**config.mk**
```make
export PLATFORM = sky130hd
export DESIGN_NAME = playfield_scroller
export DESIGN_NICKNAME = d
export VERILOG_FILES = /design/src/rtl/pf_pkg.sv /design/src/rtl/row_shift_reg.sv /design/src/rtl/playfield_scroller.sv
export SDC_FILE = /design/constraint.sdc
export NUM_CORES = 1
export LEC_CHECK = 0
export BUFFER_PORTS_ARGS = -buffer_cell sky130_fd_sc_hd__buf_4
export CORE_UTILIZATION = 43
export DETAILED_ROUTE_END_ITERATION = 6
export PLACE_DENSITY = 0.77
export SYNTH_ARGS = -nofsm -noshare
export SYNTH_HDL_FRONTEND = slang
export SYNTH_HIERARCHICAL = 1
export SYNTH_SLANG_ARGS = --single-unit
```
**constraint.sdc**
```tcl
create_clock -name clk -period 2.4 [get_ports clk]
set_input_delay 0.12 -clock clk [delete_from_list [all_inputs] [get_ports clk]]
set_output_delay 0.12 -clock clk [all_outputs]
set_load 0.01 [all_outputs]
```
**src/rtl/pf_pkg.sv**
```systemverilog
// Shared types and default dimensions for the playfield scroller.
package pf_pkg;
   localparam int DEF_ROWS = 8;
   localparam int DEF_COLS = 8;

   typedef logic [DEF_COLS-1:0] row_t;
   typedef enum logic [1:0] {IDLE, PLAY, OVER} state_t;
endpackage

```
**src/rtl/row_shift_reg.sv**
```systemverilog
// ROWS-deep barrier-row shift register: new rows enter at row 0 and move toward row ROWS-1.
module row_shift_reg
   import pf_pkg::*;
#(
   parameter int  ROWS     = DEF_ROWS,
   parameter type row_type = row_t
) (
   input  logic                clk,
   input  logic                clear,
   input  logic                shift_en,
   input  row_type             row_in,
   output row_type [ROWS-1:0]  grid
);

   always_ff @(posedge clk) begin
      if (clear) begin
         grid <= '0;
      end else if (shift_en) begin
         // bottom row falls off the end
         grid <= {grid[ROWS-2:0], row_in};
      end
   end

endmodule

```
**src/rtl/playfield_scroller.sv**
```systemverilog
// Scrolls barrier rows down the playfield, overlays the cart, detects collisions and keeps score.
module playfield_scroller
   import pf_pkg::*;
#(
   parameter int ROWS    = DEF_ROWS,
   parameter int COLS    = DEF_COLS,
   parameter int SCORE_W = 10,
   parameter int BLINK_W = 4
) (
   input  logic                       clk,
   input  logic                       reset,
   input  logic                       start,
   input  logic                       tick,
   input  logic [COLS-1:0]            row_in,
   input  logic [2:0]                 cart_col,
   output logic [ROWS-1:0][COLS-1:0]  green,
   output logic [ROWS-1:0][COLS-1:0]  red,
   output logic                       gg,
   output logic [SCORE_W-1:0]         score
);

   state_t                     state, state_next;
   logic [ROWS-1:0][COLS-1:0]  grid;
   logic [COLS-1:0]            cart_mask;
   logic [BLINK_W-1:0]         blink;
   logic                       clear, shift_en, hit;

   assign cart_mask = COLS'(1) << cart_col;
   assign hit       = |(grid[ROWS-1] & cart_mask);
   assign green     = grid;

   row_shift_reg #(
      .ROWS     (ROWS),
      .row_type (logic [COLS-1:0])
   ) u_rows (
      .clk      (clk),
      .clear    (clear | ~reset),
      .shift_en (shift_en),
      .row_in   (row_in),
      .grid     (grid)
   );

   always_comb begin
      state_next = state;
      clear      = 1'b0;
      shift_en   = 1'b0;
      unique case (state)
         IDLE: begin
            if (start) begin
               clear      = 1'b1;
               state_next = PLAY;
            end
         end
         PLAY: begin
            // a restart request wins over a simultaneous collision
            if (start) begin
               clear = 1'b1;
            end else if (hit) begin
               state_next = OVER;
            end else if (tick) begin
               shift_en = 1'b1;
            end
         end
         OVER: begin
            if (start) begin
               clear      = 1'b1;
               state_next = PLAY;
            end
         end
         default: state_next = IDLE;
      endcase
   end

   always_ff @(posedge clk) begin
      if (!reset) begin
         state <= IDLE;
         gg    <= 1'b0;
         score <= '0;
         blink <= '0;
      end else begin
         state <= state_next;
         gg    <= (state_next == OVER);
         if (clear) begin
            score <= '0;
         end else if (shift_en && (|grid[ROWS-1]) && (score != '1)) begin
            score <= score + 1'b1;
         end
         // blink only runs while the game is over, so it starts from zero on every loss
         blink <= (state == OVER && !start) ? blink + 1'b1 : '0;
      end
   end

   always_comb begin
      red = '0;
      if (state != OVER || !blink[BLINK_W-1]) begin
         red[ROWS-1] = cart_mask;
      end
   end

endmodule
```
; ---- Yosys cells after proc, flatten, opt, wreduce, memory -nomap -nowiden
; Cells that the tools add are included.
[word_totals]
ff_bits = 81
latch_bits = 0
ramBits = 0
romBits = 0
inputBits = 15
out_inout_bits = 139
mem_count = 0
[classes]
addsub = 2
n_mul = 0
n_div = 0
order_cmp = 0
eq_ne = 5
n_shift = 1
mux = 11
bitwise_logic = 3
n_reduce_logical = 13
[op_table]
columns = operator, n
row1 = OR reduction 8 bit, 2
row2 = "adder 10 x 1 -> 10 bit, second input constant", 1
row3 = "inequality test 10 bit, second input constant", 1
row4 = AND 8 bit, 1
row5 = 2-to-1 mux 8 bit, 1
row6 = "left shift 1 x 3 -> 8 bit, first input constant", 1
row7 = 2-to-1 mux 1 bit, 6
row8 = 2-to-1 mux 2 bit, 3
row9 = "adder 4 x 1 -> 4 bit, second input constant", 1
row10 = "equality test 2 bit, second input constant", 2
row11 = case mux 2 bit (2 select lines), 1
row12 = OR reduction 2 bit, 2
row13 = logical AND 1 bit, 3
row14 = OR reduction 3 bit, 1
row15 = "equality test 2 x 1 -> 1 bit, second input constant", 1
row16 = logical NOT 1 bit, 2
row17 = logical NOT 2 bit, 1
row18 = "inequality test 2 bit, second input constant", 1
row19 = AND reduction 2 bit, 1
row20 = logical OR 1 bit, 1
row21 = NOT 1 bit, 1
row22 = bitwise OR 1 bit, 1

; ---- Logic depth before layout (Yosys ltp)
[depth]
word_depth = 8
mapped_depth = 7
ltp_nobuf = 5

; ---- Cells and area by module
; Netlist, hierarchy kept.
[modules_own_cells]
columns = mod, instances, cells_each, area_each_um2
row1 = row_shift_reg, 1, 206, 2290.9
row2 = playfield_scroller, 1, 163, 1336.3

; ---- Worst setup path before layout
; No wires, ideal clock.
[synth_timing]
path_type = reg2reg
startpoint = register u_rows/grid[57] in the netlist's numbering
endpoint = register score[9]
t_arrival_ns = 2.228
setup_slack_ns = 0.101
path_stages_with_launch = 7
path_buffers = 1
synth_period_minus_slack_ns = 2.299
path_cell_list = dfxtp_1 mux4_1 mux2_4 or3_1 clkbuf_2 or4_1 a21oi_1
[synth_via]
elab_chain_cells = 7
word_cells_on_any_way = 8
classes_between = 3 x mux / 1 x bitwise / 4 x reduce/logical
[synth_rtl]
columns = element, line_no
row1 = from (decl), row_shift_reg.sv:12  ; output row_type [ROWS-1:0] grid
row2 = from (signal assigned), row_shift_reg.sv:20  ; grid <= {grid[ROWS-2:0], row_in};
row3 = AND 8 bit, playfield_scroller.sv:29  ; assign hit = |(grid[ROWS-1] & cart_mask);
row4 = OR reduction 8 bit, playfield_scroller.sv:29
row5 = 2-to-1 mux 1 bit, playfield_scroller.sv:58  ; end else if (hit) begin
row6 = 2-to-1 mux 1 bit, playfield_scroller.sv:56  ; if (start) begin
row7 = 2-to-1 mux 1 bit, playfield_scroller.sv:47  ; unique case (state)
row8 = logical AND 1 bit (*) (2 in series), playfield_scroller.sv:85  ; end else if (shift_en && (|grid[ROWS-1]) && (score != '1)) begin
row9 = to (signal assigned), playfield_scroller.sv:86  ; score <= score + 1'b1;
row10 = to (decl), playfield_scroller.sv:19  ; output logic [SCORE_W-1:0] score
; Mark *: on every way between the ends. The rest lies on a longest branch, timed or not.
; A chain may end at the register's enable or synchronous reset.

; ---- Final worst setup path
[layout_timing]
startpoint = register state[0]
endpoint = register score[5]
[layout_via]
elab_chain_cells = 4
word_cells_on_any_way = 9
classes_between = 2 x eq/ne / 2 x mux / 5 x reduce/logical
[layout_rtl]
columns = element, line_no
row1 = from (decl), playfield_scroller.sv:22  ; state_t state, state_next;
row2 = from (signal assigned), playfield_scroller.sv:81  ; state <= state_next;
row3 = "equality test 2 bit, or another cell as far along", playfield_scroller.sv:47
row4 = OR reduction 3 bit (no source line) / 2-to-1 mux 1 bit (equally long branches), --
row5 = 2-to-1 mux 1 bit / logical AND 1 bit (equally long branches), --
row6 = OR reduction 2 bit (no source line) / logical AND 1 bit (equally long branches), --
; Parallel ways exist; a longest one is shown, timed or not.

==> PnR_summary.wiki <==
{| class="wikitable"
! Metric !! Value
|-
| Status || finished, final reports clean
|-
| Longest Clk Path Bufs || 2
|-
| Iteration-0 DRC Markers || 109
|-
| DIE AREA || 0.00881 mm²
|-
| Path class of the lowest-slack min-delay path || in -> reg
|-
| CTS tree || built
|-
| Sum of met3 wire segment lengths after detailed routing || about 380 µm
|-
| Reg-to-reg critical path endpoint || score[5]
|-
| Total congestion overflow after global routing || 0
|-
| Top library cells by usage in the layout, fill and taps aside || buf_4 (103), nor2_1 (80), dfxtp_1 (80)
|-
| Post-CTS clock slew at the launch and capture registers of the worst setup and hold paths || roughly 0.09 ns
|-
| Required time at the worst-slack endpoint || ~2.7 ns
|-
| Placer's final routability congestion estimate || 0.754
|-
| DRC violations left || 0
|-
| Hold Crit Start || row_in[0]
|-
| Fraction of the yosys area taken by sequential cells || 0.447
|-
| Number of cells traversed by the worst register-to-register path || 5
|-
| Number of setup violations in the final report || 0
|-
| Count of max-cap constraint violations || 0
|-
| DR vias || about 2,700
|-
| Max Clock Skew || 0.0107 ns
|-
| Cell area after synthesis || between 0.003 and 0.004 mm²
|-
| Worst flop-to-flop path startpoint || state[0]
|-
| Switch share || 0.220
|-
| Crit start category || register
|-
| Largest vdd supply drop || about 0.52 mV
|-
| Initial Util || 0.444
|-
| Destination of the worst hold path || u_rows/grid[0]
|-
| Root Buffer || clkbuf_8
|-
| Type of element capturing the critical path || register
|-
| Leading cell type in the layout, fill and taps excluded || buf_4
|-
| Biggest area consumer among synthesized cells || dfxtp_1
|-
| Antenna violations before repair || 0
|-
| Met1 Routed Length || roughly 3200 µm
|-
| Share of Yosys cell area claimed by the top area cell type || 0.447
|-
| Clk Latency, worst-skew pair || between 0.3 and 0.4 ns
|-
| Highest attainable clock frequency || between 400 and 500 MHz
|-
| Top Layer Used || met4
|-
| Pint || 2.04 mW
|-
| Fraction of the cycle the final worst path needs || 0.945
|-
| Core footprint || 0.00818 mm²
|-
| Register share of total power || 0.515
|-
| Horizontal die dimension || about 94 µm
|-
| Largest net degree at the start of global routing || 39
|-
| Layout Nets || between 400 and 500
|-
| Post-synth EDFFs || 0
|-
| Hold Fails Final Rpt || 0
|-
| Post-synthesis cell count || about 370
|-
| Final setup TNS || 0 ns
|-
| Setup WS pre-CTS || 0.0555 ns
|-
| Area after detailed placement || between 0.004 and 0.005 mm²
|-
| Routed length per placed instance || 12.9 µm
|-
| Vias per cell || approximately 4.7
|-
| Clock H-tree levels || 3
|-
| Post-synth top flop || dfxtp_1
|-
| Final antenna-violating net count || 0
|-
| Total of warnings raised by yosys || 6
|-
| Synthesis-to-layout area growth || 23.9%
|-
| Number of global-route vias before repair || ~2,400
|-
| Combinational power share || 0.059
|-
| I/O pin count || roughly 150
|-
| Final core utilization || 0.550
|-
| Slew of the pin with the lowest slew margin || approximately 0.75 ns
|-
| LEAKAGE || roughly 1.9 nW
|-
| Type of the worst setup path || reg -> reg
|-
| Worst-case headroom to the max-slew limit || 0.496
|-
| DPL Wire Length || about 5300 µm
|-
| Count of buffers added by post-CTS timing repair for setup || 0
|-
| Post-route minimum period || 2.27 ns
|-
| Overall global routing resource usage || 0.168
|-
| Final worst setup slack || 0.132 ns
|-
| Sum of met2 wire segment lengths after detailed routing || 3720 µm
|-
| First-pass DRT Iterations || 6
|-
| Worst hold path cell count || 3
|-
| Number of library cell types mapped by synthesis || 39
|-
| Port Buffers || just under 100
|-
| Max Slew Vio Count || 0
|-
| Power Total || ~2.6 mW
|-
| TritonCTS buffer count || 9
|-
| Synth area leaders || dfxtp_1 (45%), mux2i_1 (18%), buf_4 (12%)
|-
| P_sw || 576 µW
|-
| Endpoint arrival time on the critical path || 2.54 ns
|-
| Wire length reported by the detailed router || roughly 7500 µm
|-
| Unrepaired setup endpoints after global routing || no
|-
| Total power divided by cell area || between 500 and 600 mW/mm²
|-
| Post-synthesis register bit count || 81
|-
| # diodes || 0
|-
| Design Area, Final || about 0.0045 mm²
|-
| First-pass GRT wire length || about 11,000 µm
|-
| Die boundary height || about 94 µm
|-
| Layout cell share with drive strength beyond 1 || 0.270
|-
| Number of clock sinks || between 80 and 90
|-
| Count of standard-cell rows || 33
|-
| Worst reg2reg setup slack || approximately 0.13 ns
|-
| Clock network fraction of total power || 0.425
|-
| Share of synthesized registers carrying an async set or reset || 0
|-
| Average cell area after synthesis || between 9 and 10 µm²
|-
| Maximum net fanout on the critical path || 7
|}
power groups by stage:
stage                     clock network, mW  logic (mW)  registers, mW
after floorplan                           0       0.180           1.38
after global placement                    0       0.149           1.38
after detailed placement                  0       0.151           1.38
after CTS                              1.13       0.153           1.35
after global routing                   1.20       0.170           1.35
final                                  1.11       0.155           1.35
worst max-delay path by stage:
| stage | startpoint | end | slack [ns] | cells after the start |
|---|---|---|---|---|
| after floorplan | u_rows/grid[57] | score[9] | 0.10 | 6 |
| after global placement | state[0] | score[9] | 0.15 | 5 |
| after detailed placement | state[0] | score[5] | 0.06 | 5 |
| after CTS | state[0] | score[5] | 0.02 | 5 |
| after global routing | state[0] | score[5] | 0.005 | 5 |
| final | state[0] | score[5] | 0.13 | 5 |
cells by family (layout without fill, tap and decap cells):
group	count (synthesis)	after routing	synth area share
AOI/OAI and AO/OA	12	12	0.0207
and+or+nand+nor	125	125	0.156
muxes	68	68	0.198
adders and majority gates	2	2	0.00690
DFF	81	81	0.447
other	1	56	0.00103
xor gates and xnor gates	6	6	0.0145
buffers and inverters	74	124	0.156
area by class of cell:
class / instances / area, µm²
clock buffer: 11 / 151
clock inverter: 5 / 77.6
fill: 732 / 3680
inverter: 1 / 3.75
multi-input combinational: 269 / 1670
sequential: 81 / 1620
tap: 105 / 131
timing repair buffer: 107 / 843
synth_stat cells (3+ instances only):
cell	instances
dfxtp_1	81
nor2_1	81
mux2i_1	65
buf_4	56
nand2_1	10
buf_1	6
buf_8	6
a21oi_1	5
nor4_1	5
xnor2_1	5
nand3_1	4
nor3_1	4
nand2b_1	3
critical path, stage by stage (launching register included):
cell and delay (ns):
dfxtp_2 0.36, or4bb_4 0.56, a21o_1 0.26, or3_4 0.39, or4_1 0.48, a21oi_1 0.15
stage by stage:
| step | std cells | hold WS [ns] |
|---|---|---|
| after detailed placement | 562 | 0.335 |
| final | 579 | 0.0175 |
| after global routing | 579 | 0.00306 |
| after CTS | 579 | 0.00359 |
| after floorplan | 424 | 0.196 |
| after global placement | 562 | 0.329 |
flip-flops by register name (all words and copies together), names as in the netlist:
name	flops
blink	4
gg	1
score	10
state	2
u_rows/grid	64
metal layers:
layer,global-route usage,vias to the layer above
met5,0,-
met4,0.0872,0
met3,0.0421,14
met2,0.277,99
met1,0.200,1264
li1,-,1327
repair_timing:
item	CTS	global route
hold endpoints to repair	2	0
hold buffers	1	0
resized for setup	0	3
endpoints found under the setup margin	0	2
(Power assumes the default switching activity.)
